===== config.mk =====
export PLATFORM = sky130hd
export DESIGN_NAME = image_scanner
export DESIGN_NICKNAME = d
export VERILOG_FILES = /design/src/rtl/image_scan_pkg.sv /design/src/rtl/axis_counter.sv /design/src/rtl/image_scanner.sv
export SDC_FILE = /design/constraint.sdc
export NUM_CORES = 1
export LEC_CHECK = 0
export BUFFER_PORTS_ARGS = -buffer_cell sky130_fd_sc_hd__buf_2
export CORE_AREA = 8 8 53 55
export CTS_CLUSTER_SIZE = 20
export DETAILED_ROUTE_END_ITERATION = 10
export DIE_AREA = 0 0 61 63
export HOLD_SLACK_MARGIN = 0.15
export PLACE_DENSITY = 0.83
export SLEW_MARGIN = 20
export SYNTH_ARGS = -nofsm -noshare
export SYNTH_HDL_FRONTEND = slang
export SYNTH_SLANG_ARGS = --single-unit

===== constraint.sdc =====
create_clock -name clk -period 4.07 [get_ports clk]
set_input_delay 0.814 -clock clk [delete_from_list [all_inputs] [get_ports clk]]
set_output_delay 0.814 -clock clk [all_outputs]
set_load 0.02 [all_outputs]

===== src/rtl/image_scan_pkg.sv =====
// image_scan_pkg: shared definitions for the raster scanner.
//   scan_state_t : controller states (IDLE, SCAN, DONE)
//   DEF_H_W/V_W  : default column/row counter widths
package image_scan_pkg;

  typedef enum logic [1:0] {
    IDLE = 2'd0,
    SCAN = 2'd1,
    DONE = 2'd2
  } scan_state_t;

  localparam int DEF_H_W = 4;
  localparam int DEF_V_W = 4;

endpackage


===== src/rtl/axis_counter.sv =====
// axis_counter: one raster axis (column or row) position counter.
// Ports:
//   clk, nrst : clock, async active-low reset
//   clear     : synchronous force to 0 (highest priority)
//   load      : synchronous start-of-frame reset to 0
//   inc       : advance one position; wraps to 0 when at the limit
//   lim       : last valid index on this axis
//   count     : current index
//   at_lim    : count == lim (combinational)
module axis_counter #(
  parameter int W = 4
) (
  input  logic         clk,
  input  logic         nrst,
  input  logic         clear,
  input  logic         load,
  input  logic         inc,
  input  logic [W-1:0] lim,
  output logic [W-1:0] count,
  output logic         at_lim
);

  logic [W-1:0] r_count;

  assign count  = r_count;
  assign at_lim = (r_count == lim);

  always_ff @(posedge clk or negedge nrst) begin
    if (!nrst)       r_count <= '0;
    else if (clear)  r_count <= '0;
    else if (load)   r_count <= '0;
    else if (inc)    r_count <= at_lim ? '0 : r_count + W'(1);
  end

endmodule


===== src/rtl/image_scanner.sv =====
// image_scanner: raster-order pixel coordinate generator.
// Ports:
//   clk, nrst       : clock, async active-low reset
//   start           : begin a frame from IDLE (limits latched here)
//   enable          : advance one pixel per cycle while scanning (consumer ready)
//   clear           : synchronous abort to IDLE, overrides everything else
//   continuous      : 1 = wrap frames back-to-back, 0 = single frame then DONE
//   h_max, v_max    : last column / row index, sampled only at start
//   x, y            : current pixel coordinate
//   valid           : x/y is a live pixel (SCAN state)
//   line_end        : live pixel is the last column
//   frame_end       : live pixel is the last pixel of the frame
//   done            : one-cycle pulse after a single-frame scan completes
module image_scanner
  import image_scan_pkg::*;
#(
  parameter int H_W = DEF_H_W,
  parameter int V_W = DEF_V_W
) (
  input  logic           clk,
  input  logic           nrst,
  input  logic           start,
  input  logic           enable,
  input  logic           clear,
  input  logic           continuous,
  input  logic [H_W-1:0] h_max,
  input  logic [V_W-1:0] v_max,
  output logic [H_W-1:0] x,
  output logic [V_W-1:0] y,
  output logic           valid,
  output logic           line_end,
  output logic           frame_end,
  output logic           done
);

  scan_state_t    r_state;
  logic [H_W-1:0] r_h_lim;
  logic [V_W-1:0] r_v_lim;
  logic           r_cont;
  logic           r_done;

  logic w_x_at_lim, w_y_at_lim;
  logic w_load, w_cnt_clr, w_x_inc, w_y_inc, w_last_single;

  assign valid     = (r_state == SCAN);
  assign line_end  = valid & w_x_at_lim;
  assign frame_end = line_end & w_y_at_lim;
  assign done      = r_done;

  assign w_load = (r_state == IDLE) & start;
  // Leaving DONE returns the coordinates to the origin so IDLE always shows (0,0).
  assign w_cnt_clr = clear | (r_state == DONE);
  // Final pixel of a single frame: counters freeze so DONE still shows (h_lim, v_lim).
  assign w_last_single = frame_end & ~r_cont;
  assign w_x_inc = valid & enable & ~w_last_single;
  // Row advances as an enable off the column wrap, same clock.
  assign w_y_inc = w_x_inc & w_x_at_lim;

  axis_counter #(.W(H_W)) u_col (
    .clk    (clk),
    .nrst   (nrst),
    .clear  (w_cnt_clr),
    .load   (w_load),
    .inc    (w_x_inc),
    .lim    (r_h_lim),
    .count  (x),
    .at_lim (w_x_at_lim)
  );

  axis_counter #(.W(V_W)) u_row (
    .clk    (clk),
    .nrst   (nrst),
    .clear  (w_cnt_clr),
    .load   (w_load),
    .inc    (w_y_inc),
    .lim    (r_v_lim),
    .count  (y),
    .at_lim (w_y_at_lim)
  );

  always_ff @(posedge clk or negedge nrst) begin
    if (!nrst) begin
      r_state <= IDLE;
      r_h_lim <= '0;
      r_v_lim <= '0;
      r_cont  <= 1'b0;
      r_done  <= 1'b0;
    end else if (clear) begin
      r_state <= IDLE;
      r_done  <= 1'b0;
    end else begin
      r_done <= 1'b0;
      case (r_state)
        IDLE: begin
          if (start) begin
            r_h_lim <= h_max;
            r_v_lim <= v_max;
            r_cont  <= continuous;
            r_state <= SCAN;
          end
        end
        SCAN: begin
          if (enable && w_last_single) begin
            r_state <= DONE;
            r_done  <= 1'b1;
          end
        end
        DONE:    r_state <= IDLE;
        default: r_state <= IDLE;
      endcase
    end
  end

endmodule

==> flow_summary.ini, run 1 <==
[worst_setup_path]
arrival_ns = 1.64
critPathCaptureType = primary output
crit_fanout = 6
required_ns = 3.26
path_class = reg2out
startpoint_type = flip-flop

[clock_tree]
htreeDepth = 1
clk_latency_ns = 0.30
cts_buffers = 3
clock_sinks = 20
clock_path_buffers = 2
cts_resized = 0
postCtsSetupRepairBufs = 0
clock-root-buffer = clkbuf_4
clk_pin_slew_ns = 0.11
postCtsHoldBufs = 0
tritoncts = yes

[hold_path]
hold_class = in2async

[synth]
synthesis.nets = 110
yosysUniqueCellTypes = 35
synth_area_sq_um = 1062
synthCells = 94
synth-seq-area-share_pct = 47.11
synth.ff_latch_count = 20
ys.warnings.count = 0
post_synth.cell_area_avg_sq_um = 11.30

[cells_and_area]
finalNonFillerCells = 150
final_util_pct = 60.82
drive_above_1_share_pct = 38.52
area_growth_pct = 18.14
final_common_cell = buf_2
nets = 139
antenna_cells = 0
final_cell_mix = 25 x buf_2, 20 x dfrtp_1, 8 x mux2_2

[global_route]
grt_max_degree = 21
grt_pass1_wl_um = 3760
grt_usage_pct = 12.56
grt_overflow = 0
antenna_found_initial = 0
grt_pass1_vias = 831

[sta]
fin_setup_tns_ns = 0
grt_setup_unrepaired = false
timing.fmax_mhz = 408.1
worst_pin_slew_ns = 0.6564
setup_viol = 0
relSlewSlack_pct = 56.05
maxSlewViolCount = 0
worst_clock_skew_ns = 0.003435
finalCritPeriodShare_pct = 60.21
min_period_ns = 2.451
hold_violations = 0

[die]
die_w_um = 61
ios = 26
core_region_area_sq_um = 2063
placementRows = 17
start_util_pct = 51.49
die_y_um = 63
die_area_sq_um = 3843

[detailed_routing]
final_antenna_net_count = 0
dr.pass1.iters = 4
drc = 0
finalWirelength_um = 2128
viasPerCell = 5.380
drt_iter0_drc = 21
vias = 807
wl_per_cell_um = 14.19

[power_and_ir_drop]
p_leak_nw = 0.5691
finalPower_w = 0.0004488
p_per_area_nw_per_um2 = 357.6
peakVddDrop_v = 0.0003523

[place]
hpwl_um = 1697
port-buffer-count = 25
place_congestion = 0.8565
dp_cells = 146

[job]
cap_viol_max_count = 0

[run_status]
status = finished, final reports clean
==> cells by family after synthesis <==
logic type      share of synthesized area [%]
xor+xnor                                9.422
compound gates                          9.306
fa+ha+maj                               2.355
buf+inv                                 1.413
mux                                     10.48
simple gates                            19.91
flops                                   47.11
==> synth_stat cells <==
master / n / area [sq um]
nor3_1: 4 / 20.02
nand3_1: 3 / 15.01
a22oi_1: 2 / 15.01
nor2b_1: 1 / 6.260
mux2_2: 8 / 90.09
mux2_1: 1 / 11.26
o21ai_0: 2 / 10.01
inv_2: 1 / 3.750
o21bai_1: 1 / 7.510
a311oi_1: 1 / 8.760
o21ba_2: 1 / 10.01
or3_1: 1 / 6.260
dfrtp_1: 20 / 500.5
o21ai_1: 2 / 10.01
inv_1: 2 / 7.510
nand2_2: 1 / 6.260
nor4_1: 1 / 6.260
o211ai_1: 1 / 7.510
o311ai_1: 1 / 8.760
xnor2_2: 4 / 65.06
or2_1: 2 / 12.51
nand2_1: 7 / 26.28
buf_1: 1 / 3.750
nand4_4: 1 / 21.27
ha_1: 2 / 25.02
and2_1: 1 / 6.260
nand4_1: 3 / 18.77
o22ai_1: 1 / 6.260
mux2i_1: 1 / 10.01
or4_1: 1 / 7.510
nor4b_4: 1 / 23.77
nand2b_2: 1 / 8.760
nor2_1: 7 / 26.28
a21oi_1: 3 / 15.01
xnor2_1: 4 / 35.03
==> stage by stage <==
step / hold WS, ns / setup WS, ns / area (sq um)
CTS: 0.4439 / 1.604 / 1255
detailed placement: 0.5227 / 1.938 / 1219
global placement: 0.5148 / 1.979 / 1219
global route: 0.4701 / 1.501 / 1255
floorplan: 0.4822 / 1.853 / 1062
finish: 0.4337 / 1.619 / 1255
==> critical path, cell delays in order (launching register included) <==
cell     delay, ns
dfrtp_1       0.47
xnor2_1       0.16
nand4_1       0.25
nor3_1        0.26
buf_2         0.20
==> layer usage <==
layer	share of wire [%]	global-route usage (%)
met1	43	15.71
met2	49	20.24
met3	5.3	2.058
met4	2.1	5.248
met5	0	0
==> power by group <==
part	total (W)	internal, W	switching [W]
combinational	0.0000932	0.0000489	0.0000442
sequential	0.000242	0.000221	0.0000211
clock	0.000114	0.0000546	0.0000593
total	0.000449	0.000324	0.000125
==> final timing paths <==
check / startpoint / to / slack (ns) / depth (start not counted)
setup / recovery: u_row.count[2]$_DFFE_PN0P_ / frame_end / 1.62 / 4
hold / removal: nrst / r_h_lim[2]$_DFFE_PN0P_ / 0.43 / 1
setup reg to reg: u_col.count[0]$_DFFE_PN0P_ / u_row.count[3]$_DFFE_PN0P_ / 2.23 / 5
hold reg to reg: r_v_lim[3]$_DFFE_PN0P_ / r_v_lim[3]$_DFFE_PN0P_ / 0.54 / 1
max in group asynchronous: nrst / u_row.count[3]$_DFFE_PN0P_ / 3.34 / 1
min in group clk: r_v_lim[3]$_DFFE_PN0P_ / r_v_lim[3]$_DFFE_PN0P_ / 0.54 / 1
==> layout make-up <==
cell class / count / area (sq um)
Timing Repair Buffer: 25 / 125.1
Fill cell: 181 / 808.3
Clock buffer: 4 / 36.28
Multi-Input combinational cell: 70 / 546.8
Tap cell: 28 / 35.03
Sequential cell: 20 / 500.5
Inverter: 3 / 11.26
==> registers in the layout, indices dropped and copies added (netlist names) <==
name         count
r_v_lim          4
r_h_lim          4
r_state          2
u_row.count      4
u_col.count      4
done             1
r_cont           1
Note: power is estimated with default switching activity, not from simulation.
==> run 2: changes to the inputs <==
--- a/config.mk
+++ b/config.mk
@@ -5,13 +5,14 @@
 export SDC_FILE = /design/constraint.sdc
 export NUM_CORES = 1
 export LEC_CHECK = 0
+export ABC_AREA = 1
 export BUFFER_PORTS_ARGS = -buffer_cell sky130_fd_sc_hd__buf_2
-export CORE_AREA = 8 8 53 55
+export CORE_AREA = 8 8 55 57
 export CTS_CLUSTER_SIZE = 20
 export DETAILED_ROUTE_END_ITERATION = 10
-export DIE_AREA = 0 0 61 63
+export DIE_AREA = 0 0 63 65
 export HOLD_SLACK_MARGIN = 0.15
-export PLACE_DENSITY = 0.83
+export PLACE_DENSITY = 0.79
 export SLEW_MARGIN = 20
 export SYNTH_ARGS = -nofsm -noshare
 export SYNTH_HDL_FRONTEND = slang
==> constraint.sdc (replaced) <==
create_clock -name clk -period 2.55 [get_ports clk]
set_input_delay 0.51 -clock clk [delete_from_list [all_inputs] [get_ports clk]]
set_output_delay 0.51 -clock clk [all_outputs]
set_load 0.02 [all_outputs]
==> run 2 against run 1 <==
Routed wire length up 12%. Sequential cell count unchanged. Die area up 6.6%. Combinational power up 90%. Sequential share of layout area down 1.1 points. Critical endpoint unchanged. Highest routed layer unchanged.
==> flow_summary.ini, run 2 <==
[sta]
min_period_ns = 2.100
setup_viol = 0
relSlewSlack_pct = 60.70
grt_setup_unrepaired = false
finalCritPeriodShare_pct = 82.35
hold_violations = 0
timing.fmax_mhz = 476.2
worst_pin_slew_ns = 0.5878
worst_clock_skew_ns = 0.003657
maxSlewViolCount = 0
fin_setup_tns_ns = 0

[detailed_routing]
finalWirelength_um = 2380
drc = 0
final_antenna_net_count = 0
viasPerCell = 4.805
drt_iter0_drc = 36
vias = 913
dr.pass1.iters = 4
wl_per_cell_um = 12.53

[clock_tree]
clk_latency_ns = 0.30
clk_pin_slew_ns = 0.11
postCtsHoldBufs = 1
htreeDepth = 1
clock_sinks = 20
cts_resized = 0
clock-root-buffer = clkbuf_4
tritoncts = yes
cts_buffers = 3
clock_path_buffers = 2
postCtsSetupRepairBufs = 0

[worst_setup_path]
cp_num_cells = 6
path_buf_inv = 2
slowest_delay_ns = 0.45
crit_family = flip-flops
arrival_ns = 1.59
required_ns = 2.04
path_class = reg2out
cp_slowest_cell = dfrtp_1
critPathCaptureType = primary output
startpoint_type = flip-flop
crit_fanout = 5
worstRegToRegCells = 11
worstPathCellList = xnor2_1 -> nand2_1 -> nor2_1 -> inv_1 -> nor3_1 -> buf_2

[global_route]
grt_usage_pct = 12.57
antenna_found_initial = 0
grt_overflow = 0
grt_pass1_wl_um = 4257
grt_pass1_vias = 1012
grt_max_degree = 21

[die]
die_w_um = 63
placementRows = 17
start_util_pct = 50.67
core_region_area_sq_um = 2148
die_area_sq_um = 4095
die_y_um = 65
ios = 26

[synth]
ys.flop_type = dfrtp_1
synth.ff_latch_count = 20
synthCells = 133
synth_area_sq_um = 1089
synth_area_leaders = dfrtp_1 46%, nand2_1 12%, nor2_1 5.2%
async_flop_share_pct = 100.0
synthesis.nets = 149
synth-seq-area-share_pct = 45.98
ys.warnings.count = 0
yosysUniqueCellTypes = 22
synth_edf_count = 0
netlist_top_cells_count = 34 x nand2_1, 20 x dfrtp_1, 15 x nor2_1
yosysTopAreaCellShare_pct = 45.98
post_synth.cell_area_avg_sq_um = 8.185
yosysMostFrequentCell = nand2_1
yosysTopAreaCell = dfrtp_1

[job]
cap_viol_max_count = 0

[cells_and_area]
area_growth_pct = 18.62
antenna_cells = 0
final_cell_mix = 34 x nand2_1, 25 x buf_2, 20 x dfrtp_1
nets = 179
drive_above_1_share_pct = 28.40
final_common_cell = nand2_1

[power_and_ir_drop]
finalPower_w = 0.0007506
p_leak_nw = 0.6962
peakVddDrop_v = 0.0003944
p_per_area_nw_per_um2 = 581.3

[hold_path]
hold_path_depth = 2
hold_class = in2reg

[place]
hpwl_um = 1859
port-buffer-count = 25
place_congestion = 0.8092

[run_status]
status = finished, final reports clean
-- run 2: per-stage QoR --
step | util [%] | hold slack (ns) | worst slack [ns] | std cells | area (sq um)
3_5_place_dp | 57.95 | 0.4803 | 0.8007 | 185 | 1245
3_3_place_gp | 57.95 | 0.4746 | 0.8313 | 185 | 1245
5_1_grt | 60.10 | 0.3894 | 0.3140 | 190 | 1291
4_1_cts | 60.10 | 0.3787 | 0.4382 | 190 | 1291
2_1_floorplan | - | 0.2144 | 0.6124 | 133 | 1089
6_report | 60.10 | 0.3858 | 0.4502 | 190 | 1291
-- run 2: area by class of cell --
cell class                      count  area, sq um
Multi-Input combinational cell     95        516.7
Fill cell                         204        857.1
Sequential cell                    20        500.5
Timing Repair Buffer               27        142.6
Clock buffer                        4        36.28
Inverter                           16        60.06
Tap cell                           28        35.03
-- run 2: logic make-up (layout without fill, tap and decap cells) --
family / after synthesis / count (layout) / synth area share, %
multiplexers: 4 / 4 / 4.138
AO/OA/AOI/OAI: 6 / 6 / 3.103
XOR/XNOR: 8 / 8 / 6.437
flip-flops: 20 / 20 / 45.98
buffers and inverters: 18 / 47 / 6.552
adder cells (fa/ha/maj): 2 / 2 / 2.298
AND/OR/NAND/NOR: 75 / 75 / 31.49
-- run 2: final timing paths --
path | startpoint | endpoint | slack (ns)
min in group asynchronous | nrst | u_row.count[2]$_DFFE_PN0P_ | 0.68
worst max register to register | u_col.count[0]$_DFFE_PN0P_ | u_row.count[2]$_DFFE_PN0P_ | 1.01
worst min-delay path | clear | done$_DFF_PN0_ | 0.39
worst min register to register | r_h_lim[1]$_DFFE_PN0P_ | r_h_lim[1]$_DFFE_PN0P_ | 0.55
max in group asynchronous | nrst | r_state[0]$_DFFE_PN0P_ | 1.56
worst max-delay path | u_row.count[1]$_DFFE_PN0P_ | frame_end | 0.45
-- run 2: metal layers --
| layer | global-route usage [%] | share of wire [%] |
|---|---|---|
| met4 | 6.268 | 2.4 |
| met2 | 22.54 | 49 |
| met5 | 0 | 0 |
| met3 | 3.436 | 6.0 |
| met1 | 13.33 | 42 |
-- run 2: where the power goes --
group | switching, W | internal, W
combinational | 0.000104 | 0.0000738
clock | 0.0000989 | 0.0000871
sequential | 0.0000320 | 0.000355
